`config.mk`:
```
export PLATFORM = sky130hd
export DESIGN_NAME = sipo_frame_rx_flat
export DESIGN_NICKNAME = d
export VERILOG_FILES = /design/src/rtl/sipo_frame_rx_pkg.sv /design/src/rtl/sipo_frame_rx_if.sv /design/src/rtl/sipo_frame_rx_out_buf.sv /design/src/rtl/sipo_frame_rx.sv /design/src/flat_wrapper.sv
export SDC_FILE = /design/constraint.sdc
export NUM_CORES = 1
export LEC_CHECK = 0
export CORE_ASPECT_RATIO = 1.2
export CORE_MARGIN = 1
export CORE_UTILIZATION = 30
export CTS_CLUSTER_SIZE = 12
export DETAILED_ROUTE_END_ITERATION = 10
export PLACE_DENSITY = 0.61
export SLEW_MARGIN = 20
export SYNTH_ARGS = -nofsm -noshare
export SYNTH_HDL_FRONTEND = slang
export SYNTH_SLANG_ARGS = --single-unit
```
`constraint.sdc`:
```
create_clock -name CLK -period 2.1 [get_ports CLK]
set_input_delay 0.42 -clock CLK [delete_from_list [all_inputs] [get_ports CLK]]
set_output_delay 0.42 -clock CLK [all_outputs]
set_load 0.02 [all_outputs]
```
`src/rtl/sipo_frame_rx_pkg.sv`:
```
// sipo_pkg: shared types and constants for the serial frame receiver.
// Optional feature macro: SIPO_PARITY_EN (adds an even-parity bit per frame).
package sipo_pkg;

    typedef enum logic [1:0] {
        IDLE   = 2'd0,
        DATA   = 2'd1,
        PARITY = 2'd2,
        STOP   = 2'd3
    } rx_state_t;

    // Level of the serial line when nothing is being sent.
    localparam logic IDLE_LEVEL = 1'b1;

    // Even-parity bit for up to 32 data bits (XOR of all bits).
    function automatic logic even_par(input logic [31:0] v);
        return ^v;
    endfunction

endpackage

```
`src/rtl/sipo_frame_rx_if.sv`:
```
// Parallel output port of the frame receiver: word plus valid/ready handshake.
interface sipo_frame_rx_if #(
    parameter int WIDTH = 8
);
    logic [WIDTH-1:0] dout;
    logic             dout_valid;
    logic             dout_ready;

    // Receiver side drives the word and valid.
    modport master (
        output dout,
        output dout_valid,
        input  dout_ready
    );

    // Consumer side drives ready.
    modport slave (
        input  dout,
        input  dout_valid,
        output dout_ready
    );
endinterface

```
`src/rtl/sipo_frame_rx_out_buf.sv`:
```
// sipo_out_buf: one-word valid/ready holding register for received frames.
// A word pushed while the buffer is full and not being drained is dropped
// and raises the sticky overrun flag. A push in the same cycle as a drain
// replaces the word and keeps valid high.
module sipo_out_buf #(
    parameter int WIDTH = 8
) (
    input  logic             CLK,
    input  logic             n_res,
    input  logic             push,
    input  logic [WIDTH-1:0] push_data,
    input  logic             err_clr,
    input  logic             dout_ready,
    output logic [WIDTH-1:0] dout,
    output logic             dout_valid,
    output logic             overrun
);

    logic [WIDTH-1:0] dout_q;
    logic [WIDTH-1:0] dout_d;
    logic             valid_q;
    logic             valid_d;
    logic             overrun_q;
    logic             overrun_d;
    logic             pop_s;
    logic             ovr_set_s;

    // Next-state logic for the holding register and the overrun flag.
    always_comb begin
        dout_d    = dout_q;
        valid_d   = valid_q;
        pop_s     = valid_q & dout_ready;
        ovr_set_s = 1'b0;
        if (push) begin
            if (!valid_q || pop_s) begin
                dout_d  = push_data;
                valid_d = 1'b1;
            end else begin
                ovr_set_s = 1'b1;
            end
        end else begin
            if (pop_s) begin
                valid_d = 1'b0;
            end else begin
                valid_d = valid_q;
            end
        end
        // A new overrun in the clearing cycle still wins.
        if (ovr_set_s) begin
            overrun_d = 1'b1;
        end else if (err_clr) begin
            overrun_d = 1'b0;
        end else begin
            overrun_d = overrun_q;
        end
    end

    // Buffer and flag registers with synchronous active-low reset.
    always_ff @(posedge CLK) begin
        if (!n_res) begin
            dout_q    <= {WIDTH{1'b0}};
            valid_q   <= 1'b0;
            overrun_q <= 1'b0;
        end else begin
            dout_q    <= dout_d;
            valid_q   <= valid_d;
            overrun_q <= overrun_d;
        end
    end

    assign dout       = dout_q;
    assign dout_valid = valid_q;
    assign overrun    = overrun_q;

endmodule

```
`src/rtl/sipo_frame_rx.sv`:
```
// sipo_frame_rx: serial-to-parallel frame receiver.
// Frame: one start bit (0), WIDTH data bits LSB first, optional even-parity
// bit, one stop bit (1). Good words go to a one-word valid/ready buffer.
// Optional feature macro: SIPO_PARITY_EN (PARITY state and parity_err output).
module sipo_frame_rx
    import sipo_pkg::*;
#(
    parameter int WIDTH = 8,
    parameter int CNT_W = $clog2(WIDTH)
) (
    input  logic             CLK,
    input  logic             n_res,
    input  logic             sd,
    sipo_frame_rx_if.master  out_if,
    output logic             frame_err,
    output logic             overrun,
    input  logic             err_clr,
    output logic             busy
`ifdef SIPO_PARITY_EN
    ,
    output logic             parity_err
`endif
);

    rx_state_t        state_q;
    rx_state_t        state_d;
    logic [CNT_W-1:0] cnt_q;
    logic [CNT_W-1:0] cnt_d;
    logic [WIDTH-1:0] shreg_q;
    logic [WIDTH-1:0] shreg_d;
    // Set once the line has been seen idle; a held-low line after a bad
    // stop bit must not be mistaken for a new start bit.
    logic             armed_q;
    logic             armed_d;
    logic             frame_err_q;
    logic             frame_err_d;
    logic             ferr_set_s;
    logic             push_s;
`ifdef SIPO_PARITY_EN
    logic             par_bad_q;
    logic             par_bad_d;
    logic             parity_err_q;
    logic             parity_err_d;
    logic             perr_set_s;
`endif

    // Receive FSM: next state, shifter, counter and error events.
    always_comb begin
        state_d    = state_q;
        cnt_d      = cnt_q;
        shreg_d    = shreg_q;
        armed_d    = armed_q;
        ferr_set_s = 1'b0;
        push_s     = 1'b0;
`ifdef SIPO_PARITY_EN
        par_bad_d  = par_bad_q;
        perr_set_s = 1'b0;
`endif
        case (state_q)
            IDLE: begin
                if ((sd != IDLE_LEVEL) && armed_q) begin
                    state_d = DATA;
                    cnt_d   = {CNT_W{1'b0}};
                end else if (sd == IDLE_LEVEL) begin
                    armed_d = 1'b1;
                end else begin
                    armed_d = armed_q;
                end
            end
            DATA: begin
                shreg_d = {sd, shreg_q[WIDTH-1:1]};
                cnt_d   = cnt_q + CNT_W'(1);
                if (cnt_q == CNT_W'(WIDTH - 1)) begin
`ifdef SIPO_PARITY_EN
                    state_d = PARITY;
`else
                    state_d = STOP;
`endif
                end else begin
                    state_d = DATA;
                end
            end
`ifdef SIPO_PARITY_EN
            PARITY: begin
                par_bad_d  = (sd != even_par(32'(shreg_q)));
                perr_set_s = par_bad_d;
                state_d    = STOP;
            end
`endif
            STOP: begin
                state_d = IDLE;
                armed_d = sd;
                if (sd == 1'b1) begin
`ifdef SIPO_PARITY_EN
                    push_s = ~par_bad_q;
`else
                    push_s = 1'b1;
`endif
                end else begin
                    ferr_set_s = 1'b1;
                end
            end
            default: begin
                state_d = IDLE;
            end
        endcase

        // Sticky flags: a set event beats a clear in the same cycle.
        if (ferr_set_s) begin
            frame_err_d = 1'b1;
        end else if (err_clr) begin
            frame_err_d = 1'b0;
        end else begin
            frame_err_d = frame_err_q;
        end
`ifdef SIPO_PARITY_EN
        if (perr_set_s) begin
            parity_err_d = 1'b1;
        end else if (err_clr) begin
            parity_err_d = 1'b0;
        end else begin
            parity_err_d = parity_err_q;
        end
`endif
    end

    // FSM and datapath registers with synchronous active-low reset.
    always_ff @(posedge CLK) begin
        if (!n_res) begin
            state_q      <= IDLE;
            cnt_q        <= {CNT_W{1'b0}};
            shreg_q      <= {WIDTH{1'b0}};
            armed_q      <= 1'b1;
            frame_err_q  <= 1'b0;
`ifdef SIPO_PARITY_EN
            par_bad_q    <= 1'b0;
            parity_err_q <= 1'b0;
`endif
        end else begin
            state_q      <= state_d;
            cnt_q        <= cnt_d;
            shreg_q      <= shreg_d;
            armed_q      <= armed_d;
            frame_err_q  <= frame_err_d;
`ifdef SIPO_PARITY_EN
            par_bad_q    <= par_bad_d;
            parity_err_q <= parity_err_d;
`endif
        end
    end

    sipo_out_buf #(
        .WIDTH (WIDTH)
    ) u_out_buf (
        .CLK        (CLK),
        .n_res      (n_res),
        .push       (push_s),
        .push_data  (shreg_q),
        .err_clr    (err_clr),
        .dout_ready (out_if.dout_ready),
        .dout       (out_if.dout),
        .dout_valid (out_if.dout_valid),
        .overrun    (overrun)
    );

    assign frame_err = frame_err_q;
    assign busy      = (state_q != IDLE);
`ifdef SIPO_PARITY_EN
    assign parity_err = parity_err_q;
`endif

endmodule

```
`src/flat_wrapper.sv`:
```
// flat-port wrapper written by rule: the top's interface ports become plain ports
module sipo_frame_rx_flat import sipo_pkg::*;
#(
    parameter int WIDTH = 8,
    parameter int CNT_W = $clog2(WIDTH)
)
  (CLK, n_res, sd, frame_err, overrun, err_clr, busy, out_if_dout, out_if_dout_valid, out_if_dout_ready);
  sipo_frame_rx_if #(.WIDTH(WIDTH)) out_if_i ();
  input  logic CLK;
  input  logic n_res;
  input  logic sd;
  output logic frame_err;
  output logic overrun;
  input  logic err_clr;
  output logic busy;
  output wire logic [$bits(out_if_i.dout)-1:0] out_if_dout;
  output wire logic [$bits(out_if_i.dout_valid)-1:0] out_if_dout_valid;
  input wire logic [$bits(out_if_i.dout_ready)-1:0] out_if_dout_ready;
  assign out_if_dout = out_if_i.dout;
  assign out_if_dout_valid = out_if_i.dout_valid;
  assign out_if_i.dout_ready = out_if_dout_ready;
  sipo_frame_rx #(.WIDTH(WIDTH), .CNT_W(CNT_W)) u_core (.CLK(CLK), .n_res(n_res), .sd(sd), .out_if(out_if_i), .frame_err(frame_err), .overrun(overrun), .err_clr(err_clr), .busy(busy));
endmodule
```
==> flow_summary.yaml <==
run_status:
  outcome: "completed"
grt:
  grt_remaining_overflow: 0
  first_global_vias: 618
  grt_pass1_wl_um: 2650
  track_usage: 0.101
  grt_max_degree: 36
  antenna_found_initial: 0
drt:
  vias_per_cell: 4.50
  wl_per_cell_um: 9.92
  drt_pass1_iterations: 4
  num_vias: 733
  drc: 0
  final_antenna_net_count: 0
  dr.first_iter.drc_count: 2
  routed_wl_um: 1620
cells_and_area:
  diodes: 0
  fin_nets: 135
  layout_common_cells: "nand2_1, dfxtp_1, clkdlybuf4s50_1"
  area_growth_pct: 20.7
  drive_gt1_frac: 0.0787
  utilization: 0.388
  layout_commonest_cell: "nand2_1"
place:
  hpwl_um: 1050
  port_buffers: 16
  gp_congestion: 0.715
yosys:
  post_synth.cell_area_avg_um2: 8.93
  mappedNetlistArea_um2: 1000
  yosys-top-cells-area: "dfxtp_1, nand2_1, mux2i_1, a21boi_1, ha_1"
  yosysSeqAreaShare: 0.501
  ys_seq_elements: 25
  syn_inst: 112
  yosys_warnings: 0
  synth.distinct_cells: 23
  synth_area_leader_cell: "dfxtp_1"
  yosysTopAreaCellShare: 0.501
  syn_nets: 119
sta:
  rsz0062_at_grt: "false"
  setup_violations: 0
  finalMaxSlewViolations: 0
  max_slew.worst_pin.slew_ns: 0.470
  skew_ns: 0.00388
  hold_viol: 0
  finalCritPeriodShare: 0.938
  slew_headroom: 0.685
  fmaxAchievable_mhz: 508
  fin_setup_tns_ns: 0
  min_period_ns: 1.97
cts:
  cts_tree: "yes"
  cts_sinks: 25
  h-tree-depth: 1
  cts.repair.resized: 0
  cts_buffer_depth: 2
  clkTransAtPathRegs_ns: 0.13
  post_cts_buffers: 0
  cts-buffers-inserted: 3
  holdBufCountCts: 0
  clock_latency_ns: 0.31
  cts_root_buf: "clkbuf_4"
floorplanning:
  core_um2: 3110
  die-area_um2: 3570
  die_h_um: 65.2
  io_pins: 17
  die-width_um: 54.7
  start_util: 0.321
  rows: 22
flow_run:
  max_cap_viol_count: 0
setup_path:
  path_max_fanout: 7
  startpoint: "u_core.state_q[1]"
  cp_slowest_cell: "clkdlybuf4s50_1"
  cp_data_required_time_ns: 1.68
  crit_buf_inv: 1
  path_class: "flop to output port"
  cp_cell_sequence: "or2_2 > clkdlybuf4s50_1"
  endpoint_kind: "output port"
  path_delay_family: "buffers and inverters"
  crit_arrival_ns: 1.55
  startpoint_type: "flop"
  critPathMaxStageDelay_ns: 0.53
  reg2reg_from: "u_core.state_q[1]"
power:
  leakagePower_uw: 0.000420
  peakVddDrop_mv: 0.289
  p_per_area_nw_per_um2: 612
worst_hold_path:
  hp-start: "u_core.shreg_q[0]"
  hp-class: "flop to flop"
[layer usage]
layer	wire, um	share of wire	GRT usage	vias to the layer above
met5	0	0	0	-
li1	-	-	-	395
met1	864	0.53	0.143	323
met3	72	0.045	0.0208	2
met4	12	0.0074	0.0481	0
met2	666	0.41	0.142	13
[final timing paths]
check,depth (start not counted),endpoint,slack [ns]
worst max register to register,4,u_core.u_out_buf.dout[3],0.89
worst min-delay path,2,u_core.shreg_q[0],0.46
worst max-delay path,2,busy,0.13
worst min register to register,2,u_core.shreg_q[0],0.46
[flip-flops by register name (all words and copies together), names as in the netlist]
name                         flops
u_core.u_out_buf.dout_valid      1
u_core.frame_err                 1
u_core.u_out_buf.dout            8
u_core.armed_q                   1
u_core.state_q                   2
u_core.shreg_q                   8
u_core.cnt_q                     3
u_core.u_out_buf.overrun         1
[stage by stage]
stage | total power [uW] | instance area (um^2) | worst slack [ns] | hold WS [ns] | std cells
2_1_floorplan | 527 | 1000 | 0.980 | 0.435 | 112
3_3_place_gp | 541 | 1180 | 0.419 | 0.444 | 159
3_5_place_dp | 543 | 1180 | 0.377 | 0.446 | 159
4_1_cts | 752 | 1210 | 0.116 | 0.465 | 163
5_1_grt | 780 | 1210 | 0.0683 | 0.495 | 163
6_report | 738 | 1210 | 0.130 | 0.461 | 163
[worst reg2reg max path, stage by stage, from the launching register on]
cell and delay (ns):
dfxtp_1 0.48, nand3_2 0.15, nor2b_2 0.13, buf_4 0.20, mux2i_1 0.20
[cell type report]
class                           count  area [um^2]
Multi-Input combinational cell     77          447
Timing Repair Buffer               18          175
Sequential cell                    25          500
Tap cell                           36         45.0
Clock buffer                        3         22.5
Fill cell                         329         1900
Clock inverter                      1         5.00
Inverter                            3         11.3
[synthesized netlist by cell type]
cell type,n
buf_6,1
dfxtp_1,25
o21ai_0,2
o2111ai_1,1
nand3_2,1
and2_1,3
or2_2,1
a21boi_0,1
o21ai_1,1
nor2b_2,2
a21boi_1,8
nand3_1,2
a21oi_1,3
ha_1,2
inv_1,3
buf_4,1
clkbuf_1,2
nand2_1,36
mux2i_1,8
and3_1,1
o22ai_1,2
buf_2,3
nand2b_1,3
[cell families after synthesis]
logic type               Yosys count  synth area share
AO/OA/AOI/OAI                     18             0.119
adder cells (fa/ha/maj)            2            0.0250
buffers and inverters             10            0.0526
flip-flops                        25             0.501
multiplexers                       8            0.0801
AND/OR/NAND/NOR                   49             0.223
[power breakdown]
part	total (uW)	switching, uW	leakage (uW)	internal (uW)
Clock	206	135	0.0000177	71.0
Sequential	485	4.87	0.000202	480
Combinational	46.9	26.9	0.000200	20.0
Total	738	167	0.000420	571
No activity file was read; power rests on OpenSTA's default activity.
